### src/rtl/score_event_sched.sv
// Schedules snake-game score events: queues good (apple) hits, gives wall/self hits priority,
// and spaces issued pulses to the score tracker by at least MIN_GAP low cycles.
module score_event_sched #(
  parameter int unsigned DEPTH   = 4,
  parameter int unsigned MIN_GAP = 2
) (
  input  logic                     clk,
  input  logic                     rst,
  input  logic                     start,
  input  logic                     pause,
  input  logic                     apple_req,
  input  logic                     wall_req,
  input  logic                     self_req,
  output logic                     goodCollButton,
  output logic                     badCollButton,
  output logic [1:0]               game_state,
  output logic [$clog2(DEPTH):0]   pending,
  output logic                     overflow
);

  localparam int unsigned CW = $clog2(DEPTH) + 1;
  localparam int unsigned GW = (MIN_GAP == 0) ? 1 : $clog2(MIN_GAP + 1);

  typedef enum logic [1:0] {
    StIdle  = 2'b00,
    StPlay  = 2'b01,
    StPause = 2'b10,
    StOver  = 2'b11
  } state_e;

  state_e        state_q;
  logic          armed_q;
  logic          start_q;
  logic          pause_q;
  logic          bad_pending_q;
  logic [GW-1:0] gap_q;
  logic [CW-1:0] count_q;

  logic start_rise;
  logic pause_rise;
  logic in_play;
  logic bad_req;
  logic full;
  logic gap_zero;
  logic issue_bad;
  logic issue_good;
  logic accept_bad;
  logic wr_good;
  logic wr_ok;
  logic drop;

  // armed_q masks the first cycle after reset so a button already held does not count as a rise.
  assign start_rise = armed_q & start & ~start_q;
  assign pause_rise = armed_q & pause & ~pause_q;

  assign in_play  = (state_q == StPlay);
  assign bad_req  = wall_req | self_req;
  assign full     = (count_q == CW'(DEPTH));
  assign gap_zero = (gap_q == '0);

  // The FIFO holds identical tokens, so only its occupancy needs storing.
  assign issue_bad  = in_play & bad_pending_q & gap_zero & ~badCollButton;
  assign issue_good = in_play & ~bad_pending_q & ~bad_req & ~badCollButton &
                      (count_q != '0) & gap_zero;
  assign accept_bad = in_play & bad_req & ~badCollButton;
  assign wr_good    = in_play & apple_req & ~bad_req & ~bad_pending_q & ~badCollButton;
  assign wr_ok      = wr_good & (~full | issue_good);
  assign drop       = wr_good & full & ~issue_good;

  assign game_state = state_q;
  assign pending    = count_q;

  always_ff @(posedge clk or negedge rst) begin
    if (!rst) begin
      state_q        <= StIdle;
      armed_q        <= 1'b0;
      start_q        <= 1'b0;
      pause_q        <= 1'b0;
      bad_pending_q  <= 1'b0;
      gap_q          <= '0;
      count_q        <= '0;
      overflow       <= 1'b0;
      goodCollButton <= 1'b0;
      badCollButton  <= 1'b0;
    end else begin
      armed_q        <= 1'b1;
      start_q        <= start;
      pause_q        <= pause;
      goodCollButton <= issue_good;
      badCollButton  <= issue_bad;

      unique case (state_q)
        StIdle: begin
          if (start_rise) begin
            state_q       <= StPlay;
            count_q       <= '0;
            bad_pending_q <= 1'b0;
            overflow      <= 1'b0;
            gap_q         <= '0;
          end
        end
        StPlay: begin
          if (badCollButton) begin
            state_q <= StOver;
          end else if (pause_rise) begin
            state_q <= StPause;
          end

          if (issue_bad) begin
            count_q       <= '0;
            bad_pending_q <= 1'b0;
            gap_q         <= GW'(MIN_GAP);
          end else begin
            if (accept_bad) begin
              bad_pending_q <= 1'b1;
            end
            count_q <= count_q + CW'(wr_ok) - CW'(issue_good);
            if (issue_good) begin
              gap_q <= GW'(MIN_GAP);
            end else if (!gap_zero) begin
              gap_q <= gap_q - GW'(1);
            end
          end

          if (drop) begin
            overflow <= 1'b1;
          end
        end
        StPause: begin
          if (pause_rise) begin
            state_q <= StPlay;
          end
        end
        StOver: begin
          if (start_rise) begin
            state_q <= StIdle;
          end
        end
        default: state_q <= StIdle;
      endcase
    end
  end

endmodule

### config.mk
export PLATFORM = sky130hd
export DESIGN_NAME = score_event_sched
export DESIGN_NICKNAME = d
export VERILOG_FILES = /design/src/rtl/score_event_sched.sv
export SDC_FILE = /design/constraint.sdc
export NUM_CORES = 1
export LEC_CHECK = 0
export CAP_MARGIN = 20
export CORE_ASPECT_RATIO = 0.9
export CORE_MARGIN = 2
export CORE_UTILIZATION = 30
export DETAILED_ROUTE_END_ITERATION = 10
export GPL_ROUTABILITY_DRIVEN = 0
export SKIP_LAST_GASP = 1
export SLEW_MARGIN = 30
export SYNTH_ARGS = -nofsm -noshare
export SYNTH_HDL_FRONTEND = slang
export SYNTH_SLANG_ARGS = --single-unit
### constraint.sdc
create_clock -name clk -period 3.2 [get_ports clk]
set_clock_uncertainty 0.05 [all_clocks]
set_input_delay 0.64 -clock clk [delete_from_list [all_inputs] [get_ports clk]]
set_output_delay 0.64 -clock clk [all_outputs]
set_load 0.02 [all_outputs]
======== Word-level counts from Yosys, hierarchy flattened ========
Index checks and enable logic that the tools add are counted.
Widths: inputs -> output; s select.
operators by class
  muxes and demuxes ....................... 19
  bitwise operators ....................... 30
  add/subtract/negate cells ............... 3
  eq/ne operators ......................... 11
  reduce and logical (&&, ||, !) cells .... 9
operator list
  operator            count
  $and 1x1->1         21
  $mux 2              8
  $reduce_and 3->1    3
  $pmux 2 s4          1
  $not 1->1           7
  $mux 3              2
  $ne 2x2->1 const B  3
  $pmux 3 s2          1
  $eq 2x2->1 const B  2
  $logic_not 2->1     2
  $mux 1              4
  $ne 4x2->1 const B  1
  $pmux 1 s2          2
  $pmux 2 s2          1
  $reduce_and 4->1    1
  $add 3x1->3         1
  $eq 3x3->1 const B  1
  $ne 3x1->1 const B  1
  $ne 3x3->1 const B  1
  $reduce_bool 3->1   1
  $sub 3x1->3         1
  $eq 2x1->1 const B  1
  $ne 2x1->1 const B  1
  $or 1x1->1          2
  other kinds (3)     3
storage, ports and cells
  logic and storage cells ................. 82
  output and inout bits ................... 8
  flip-flop bits (word level) ............. 14

======== Depth between registers and ports, before layout ========
Gate-level depths: netlist of the first run.
  depth in word-level cells ............... 12
  gate-level depth with buffers ........... 12

======== Least setup slack after synthesis of the first run ========
Ideal clock, no wire load.
  kind .................................... input-to-reg
  from .................................... input port self_req
  to ...................................... register count_q[2], in the netlist pending[2]
  path buffers ............................ 0
  data required time ...................... 3.029 ns
  slack ................................... 0.193 ns
  cell stages on the path ................. 10
  data arrival time ....................... 2.836 ns
  cells stage by stage .................... or4_4 > nor4b_1 > ha_1 > inv_1 > ha_1 > inv_1 > fa_1 > xnor2_1 > a21o_1 > a22o_1
between the ends
  longest elaborated chain between the ends .. 12
  elaborated cells between the ends (all ways) .. 15
RTL lines
  element                       line  RTL
  start: declaration            13    input logic self_req,
  $or 1x1->1 (*)                57    assign bad_req = wall_req | self_req;
  $not 1->1 (*)                 63    assign issue_good = in_play & ~bad_pending_q & ~bad_req & ~badCollButton &
  $and 1x1->1 (*) (3 in a row)  63
  $and 1x1->1 (*)               64    (count_q != '0) & gap_zero;
  named net issue_good          46    logic issue_good;
  $or 1x1->1                    67    assign wr_ok = wr_good & (~full | issue_good);
  $and 1x1->1                   67
  $add 3x1->3                   117   count_q <= count_q + CW'(wr_ok) - CW'(issue_good);
  $sub 3x1->3 (*)               117
  $mux 3 (*)                    109   if (issue_bad) begin
  $pmux 3 s2 (*)                92    unique case (state_q)
  end signal: assignment        117
  end: declaration              37    logic [CW-1:0] count_q;
The timed path passes the listed nets; every way through them passes the cells marked *.
A chain may end at the register's enable or synchronous reset.

======== Worst setup path after layout of the first run ========
  from .................................... input port self_req
  to ...................................... register count_q[2], in the netlist pending[2]
between the ends
  longest elaborated chain between the ends .. 12
  elaborated cells between the ends (all ways) .. 15
RTL lines
  element                   line
  $or 1x1->1 (*)            57
  $not 1->1 (*)             63, 66
  $and 1x1->1 (3 in a row)  63
  $and 1x1->1               64
  $or 1x1->1                67
  $and 1x1->1               67
  $add 3x1->3               117
  $sub 3x1->3 (*)           117
  $mux 3 (*)                109
  $pmux 3 s2 (*)            92
Mark *: on every way between the ends. The rest lies on a longest branch, timed or not.

==> results of run 1 <==
==> synth_stat cells (3+ instances only) <==
cell type / n / area share, %
a21o_1: 3 / 3.1
a21oi_1: 3 / 2.1
a22o_1: 4 / 4.9
dfrtp_1: 14 / 49
ha_1: 3 / 5.2
inv_1: 6 / 3.1
nand2_1: 3 / 1.6
nand2b_1: 3 / 2.6
nand3b_1: 3 / 3.1
nor2_1: 5 / 2.6
nor3_1: 3 / 2.1
==> sequential cells by signal, summed over array words and instances, names as in the netlist <==
signal	count
bad_pending_q	1
pending	3
gap_q	2
pause_q	1
overflow	1
goodCollButton	1
badCollButton	1
start_q	1
game_state	2
armed_q	1
==> cell families (layout without fill, tap and decap cells) <==
family                   Yosys count  in the layout  synth area share (%)
AO/OA/AOI/OAI                     16             16                 16.93
XOR/XNOR                           1              1                 1.222
adder cells (fa/ha/maj)            4              4                 8.029
buffers and inverters              6             29                 3.141
flip-flops                        14             14                 48.87
multiplexers                       1              1                 1.571
other                              1              1                0.5231
AND/OR/NAND/NOR                   24             24                 19.72
==> what timing repair did <==
action                                  CTS  global route
buffers inserted                          0             1
pin swaps                                 0             6
gates resized for setup                   2             9
endpoints found under the setup margin    1             1
==> where the power goes <==
part / switching, mW / internal [mW] / total, mW
clock network: 0.0574 / 0.0693 / 0.127
registers: 0.0488 / 0.219 / 0.268
logic: 0.172 / 0.159 / 0.331
==> final cells by class <==
type / count / area, um2
tap: 27 / 33.78
sequential: 14 / 350.3
inverter: 6 / 22.52
multi-input combinational: 47 / 384.1
clock buffer: 4 / 36.28
timing repair buffer: 19 / 183.9
fill: 218 / 1211
==> routing by layer <==
layer  global-route usage (%)  vias to the layer above
met5                        0                        -
met2                    19.64                       16
met4                    7.724                        0
met3                    5.412                        7
li1                         -                      284
met1                    14.86                      284
==> worst paths after layout <==
check,slack [ns],depth (start not counted),endpoint
setup / recovery,0.07,13,pending[2]
hold / removal,0.46,1,gap_q[1]
setup reg to reg,0.22,12,pending[2]
hold reg to reg,0.46,1,gap_q[1]
max in group asynchronous,1.99,1,game_state[0]
min in group asynchronous,0.69,1,pending[0]
==> insert_results.sql, run 1 <==
INSERT INTO impl_metrics (metric_group, metric, value, unit) VALUES
('critical_path', 'max_stage_delay', '0.46', 'ns'),
('critical_path', 'critical_path.n_buffers_inverters', '4', ''),
('placed_design', 'placed_cell_count', '112', ''),
('synth', 'synth.lib_cells_used.distinct', '26', ''),
('synth', 'synth-seq-area-share', '48.87', '%'),
('routing', 'drt_iter0_markers', '9', ''),
('routing', 'detailroute.via_count', '591', ''),
('cells_and_area', 'final-instance-count-excl-fill', '117', ''),
('cells_and_area', 'post_route_cells_drive_above_1_share', '22.22', '%'),
('clocking', 'master_cell_of_the_clock_root_buffer', 'clkbuf_4', ''),
('critical_path', 'cpMaxStageDelayCell', 'or4_4', ''),
('synth', 'synth.net_count', '78', ''),
('sta', 'final.period_utilization', '97.76', '%'),
('sta', 'report.final.hold_viol_count', '0', ''),
('global_route', 'largest_net_degree_at_the_start_of_global_routing', '15', ''),
('global_route', 'grt_pass1_wl', '2.670', 'mm'),
('global_route', 'antenna_found_initial', '0', ''),
('power', 'leakagePower', '0.4693', 'nW'),
('floorplan', 'dieArea', '2797', 'um2'),
('sta', 'fin_setup_tns', '0', 'ns'),
('sta', 'finalCriticalPeriod', '3.128', 'ns'),
('run', 'maxCapViolations', '0', ''),
('placed_design', 'place.detailed.hpwl', '1.090', 'mm'),
('critical_path', 'cp_max_fo', '2', ''),
('sta', 'final_setup_slack_of_the_worst_path', '0.07166', 'ns'),
('clocking', 'cts_tree', 'yes', ''),
('floorplan', 'io_pins', '15', ''),
('sta', 'report.final.setup_viol', '0', ''),
('routing', 'routed_len_inst', '12.69', 'um'),
('clocking', 'numCtsBuffers', '3', ''),
('synth', 'synth_area', '716.9', 'um2'),
('synth', 'yosysWarningCount', '0', ''),
('critical_path', 'worst-endpoint-arrival', '3.26', 'ns'),
('cells_and_area', 'final_cell_mix', 'dfrtp_1 (14), clkdlybuf4s50_1 (13), inv_1 (5)', ''),
('clocking', 'count_of_clock_tree_sinks', '14', ''),
('outcome', 'status', 'finished, final reports clean', ''),
('cells_and_area', 'mostFrequentLayoutCell', 'dfrtp_1', ''),
('placed_design', 'portBuffers', '14', ''),
('floorplan', 'dieHeight', '50.38', 'um'),
('routing', 'post_drt_via_cell_ratio', '5.051', ''),
('floorplan', 'design.core.area', '2222', 'um2'),
('cells_and_area', 'synthToLayoutAreaGrowth', '41.01', '%'),
('synth', 'synth-edff-count', '0', ''),
('power', 'p_total', '0.7259', 'mW'),
('critical_path', 'crit_required', '3.33', 'ns'),
('min_path', 'worstHoldStart', 'gap_q[1]', ''),
('cells_and_area', 'design_area', '1011', 'um2'),
('critical_path', 'start_kind', 'input port', ''),
('clocking', 'cts_htree_levels', '1', ''),
('power', 'power_per_cell_area', '718.0', 'nW/um2'),
('synth', 'yosys_register_bits', '14', ''),
('global_route', 'grt_util_all_layers', '12.79', '%'),
('critical_path', 'crit_family', 'adder cells', ''),
('routing', 'detail_route.first_pass.iterations', '4', ''),
('routing', 'wl_met1', '671', 'um'),
('sta', 'tightest_slew', '0.6346', 'ns'),
('synth', 'number_of_standard_cells_after_synthesis', '67', ''),
('floorplan', 'initial_utilization', '32.26', '%'),
('sta', 'relSlewSlack', '57.56', '%'),
('placed_design', 'placement_cell_area', '920.9', 'um2'),
('synth', 'avgSynthCellArea', '10.70', 'um2'),
('routing', 'detail_route.wirelength', '1.485', 'mm'),
('critical_path', 'critPathKind', 'in -> reg', ''),
('routing', 'route.met3.wl', '94', 'um'),
('sta', 'final.hold.worst_slack', '0.4592', 'ns'),
('critical_path', 'cp-end-kind', 'flip-flop', ''),
('clocking', 'cts-hold-fix-buffers', '0', ''),
('sta', 'top_achievable_clock_speed', '319.7', 'MHz'),
('clocking', 'cts-root-to-sink-buffers', '2', ''),
('synth', 'async_reset_ff_share', '100.0', '%'),
('placed_design', 'placement.setup.worst_slack', '-0.3984', 'ns');
Note: power is estimated with default switching activity, not from simulation.
==> inputs of run 2 (changes only) <==
- DONT_BUFFER_PORTS: default -> 1
==> run 2 against run 1 <==
  * Clock-buffer cell count did not move
  * Total power is 5.3% lower
  * Routed wire length decreased by 0.27%
  * Non-clock buffer count down 12
  * Largest cell class is now registers
  * Sequential share of layout area increased by 6.6 points
  * Final area shrank 16%
  * Largest power group unchanged
  * Die area unchanged
  * Via count is 10% lower
  * Worst setup slack improved by 0.19 ns
  * Fmax up 6.5%
  * Critical endpoint unchanged
==> insert_results.sql, run 2 (synthesis results as in run 1) <==
INSERT INTO impl_metrics (metric_group, metric, value, unit) VALUES
('routing', 'post_drt_via_cell_ratio', '5.038', ''),
('cells_and_area', 'final-instance-count-excl-fill', '105', ''),
('clocking', 'numCtsBuffers', '3', ''),
('routing', 'detail_route.wirelength', '1.481', 'mm'),
('floorplan', 'io_pins', '15', ''),
('critical_path', 'timing.reg2reg.setup_slack', '0.26', 'ns'),
('global_route', 'grt_util_all_layers', '12.15', '%'),
('outcome', 'status', 'finished, final reports clean', ''),
('cells_and_area', 'synthToLayoutAreaGrowth', '18.32', '%'),
('routing', 'routed_len_inst', '14.10', 'um'),
('cells_and_area', 'final_cell_mix', 'dfrtp_1 (14), inv_1 (6), buf_4 (6), nor2_1 (5), a22o_1 (4)', ''),
('run', 'maxCapViolations', '0', ''),
('sta', 'report.final.setup_viol', '0', ''),
('clocking', 'count_of_clock_tree_sinks', '14', ''),
('critical_path', 'cp-end-kind', 'flip-flop', ''),
('global_route', 'largest_net_degree_at_the_start_of_global_routing', '15', ''),
('min_path', 'min-delay-path-class', 'in -> reg', ''),
('sta', 'final.hold.worst_slack', '0.3361', 'ns'),
('clocking', 'cts-root-to-sink-buffers', '2', ''),
('critical_path', 'critPathKind', 'reg -> reg', ''),
('cells_and_area', 'mostFrequentLayoutCell', 'dfrtp_1', ''),
('routing', 'detailroute.via_count', '529', ''),
('clocking', 'cts_htree_levels', '1', ''),
('critical_path', 'cp_max_fo', '3', ''),
('sta', 'maxSlewViolCount', '0', ''),
('power', 'p_total', '0.6872', 'mW'),
('sta', 'top_achievable_clock_speed', '340.6', 'MHz'),
('sta', 'final_setup_slack_of_the_worst_path', '0.2639', 'ns'),
('clocking', 'cts_tree', 'yes', ''),
('cells_and_area', 'post_route_cells_drive_above_1_share', '19.23', '%'),
('clocking', 'worstSkewPairLatency', '0.28', 'ns'),
('cells_and_area', 'antenna_diodes', '0', ''),
('critical_path', 'worst-endpoint-arrival', '3.06', 'ns'),
('critical_path', 'start_kind', 'flip-flop', ''),
('sta', 'final.period_utilization', '91.75', '%'),
('routing', 'drt.antenna.violating_nets', '0', ''),
('clocking', 'master_cell_of_the_clock_root_buffer', 'clkbuf_4', ''),
('global_route', 'antenna_found_initial', '0', ''),
('sta', 'finalCriticalPeriod', '2.936', 'ns'),
('global_route', 'grt_pass1_vias', '548', ''),
('global_route', 'grt_overflow', '0', ''),
('placed_design', 'placed_cell_count', '100', ''),
('cells_and_area', 'max_ffs_per_register', '3', ''),
('placed_design', 'placement.setup.worst_slack', '-0.03641', 'ns'),
('placed_design', 'place.detailed.hpwl', '1.141', 'mm'),
('floorplan', 'initial_utilization', '32.26', '%'),
('clocking', 'worst_setup_hold_path_clk_slew', '0.09', 'ns'),
('clocking', 'post-cts-setup-buffer-count', '0', ''),
('floorplan', 'dieHeight', '50.38', 'um'),
('power', 'power_per_cell_area', '810.0', 'nW/um2'),
('sta', 'tightest_slew', '0.6166', 'ns'),
('floorplan', 'floorplan.rows', '16', ''),
('power', 'ir_drop', '342.2', 'uV'),
('power', 'leakagePower', '0.4103', 'nW'),
('global_route', 'grt_pass1_wl', '2.546', 'mm'),
('critical_path', 'crit_required', '3.32', 'ns'),
('placed_design', 'portBuffers', '0', ''),
('floorplan', 'die_w', '55.53', 'um'),
('sta', 'report.final.hold_viol_count', '0', ''),
('routing', 'detail_route.first_pass.iterations', '4', ''),
('floorplan', 'design.core.area', '2222', 'um2'),
('routing', 'drt_iter0_markers', '5', ''),
('sta', 'relSlewSlack', '58.76', '%'),
('cells_and_area', 'finish.net_count', '90', ''),
('routing', 'drc', '0', ''),
('floorplan', 'dieArea', '2797', 'um2'),
('sta', 'rsz0062_at_grt', 'false', '');
## run 2: area by class of cell
class | count | area (um2)
flip-flops and latches | 14 | 350.3
clock buffers | 4 | 36.28
inverters | 6 | 22.52
well taps | 27 | 33.78
fillers | 208 | 1374
multi-input cells | 47 | 350.3
repair buffers | 7 | 55.05
## run 2: metrics by stage
| stage | setup TNS, ns | util [%] | area, um2 |
|---|---|---|---|
| 3_5_place_dp | -0.03641 | 35.81 | 795.8 |
| 6_report | 0 | 38.18 | 848.3 |
| 2_1_floorplan | 0 | - | 716.9 |
| 5_1_grt | 0 | 38.18 | 848.3 |
| 3_3_place_gp | 0 | 35.81 | 795.8 |
| 4_1_cts | 0 | 37.89 | 842.1 |
## run 2: power by group
| group | switching, mW | internal, mW | total [mW] |
|---|---|---|---|
| registers | 0.0361 | 0.219 | 0.255 |
| clock network | 0.0587 | 0.0692 | 0.128 |
| logic | 0.175 | 0.129 | 0.304 |
## run 2: worst paths after layout
| path | from | to | depth (start not counted) |
|---|---|---|---|
| max in group asynchronous | rst | pause_q | 1 |
| min in group asynchronous | rst | goodCollButton | 1 |
| worst min register to register | gap_q[1] | gap_q[1] | 1 |
| worst max-delay path | gap_q[0] | pending[2] | 12 |
| worst min-delay path | start | start_q | 0 |
| worst max register to register | gap_q[0] | pending[2] | 12 |
## run 2: repair_timing
| item | 4_1_cts | 5_1_grt |
|---|---|---|
| endpoints found under the setup margin | 0 | 1 |
| hold buffers | 1 | 0 |
| hold endpoints to repair | 14 | 0 |
| gates resized for setup | 0 | 1 |
## run 2: routing by layer
layer / track usage (%) / part of all wire (%) / vias up
met5: 0 / 0 / -
met4: 2.439 / 0.88 / 0
met3: 6.186 / 6.8 / 2
met2: 17.86 / 46 / 13
met1: 16.10 / 46 / 253
li1: - / - / 261
## run 2: worst max-delay path, stage by stage (launching register included)
cell     delay (ns)
dfrtp_1        0.39
inv_1          0.05
ha_1           0.22
or4b_2         0.63
nand3_1        0.11
ha_1           0.22
inv_1          0.06
ha_1           0.13
inv_1          0.05
fa_1           0.37
xnor2_1        0.16
a21o_1         0.18
a22o_1         0.22
==> inputs of run 3 (changes only) <==
- SLEW_MARGIN: 30 -> 10
==> results of run 3 <==
No change in the layout: final DEF, timing and power equal those of run 2.
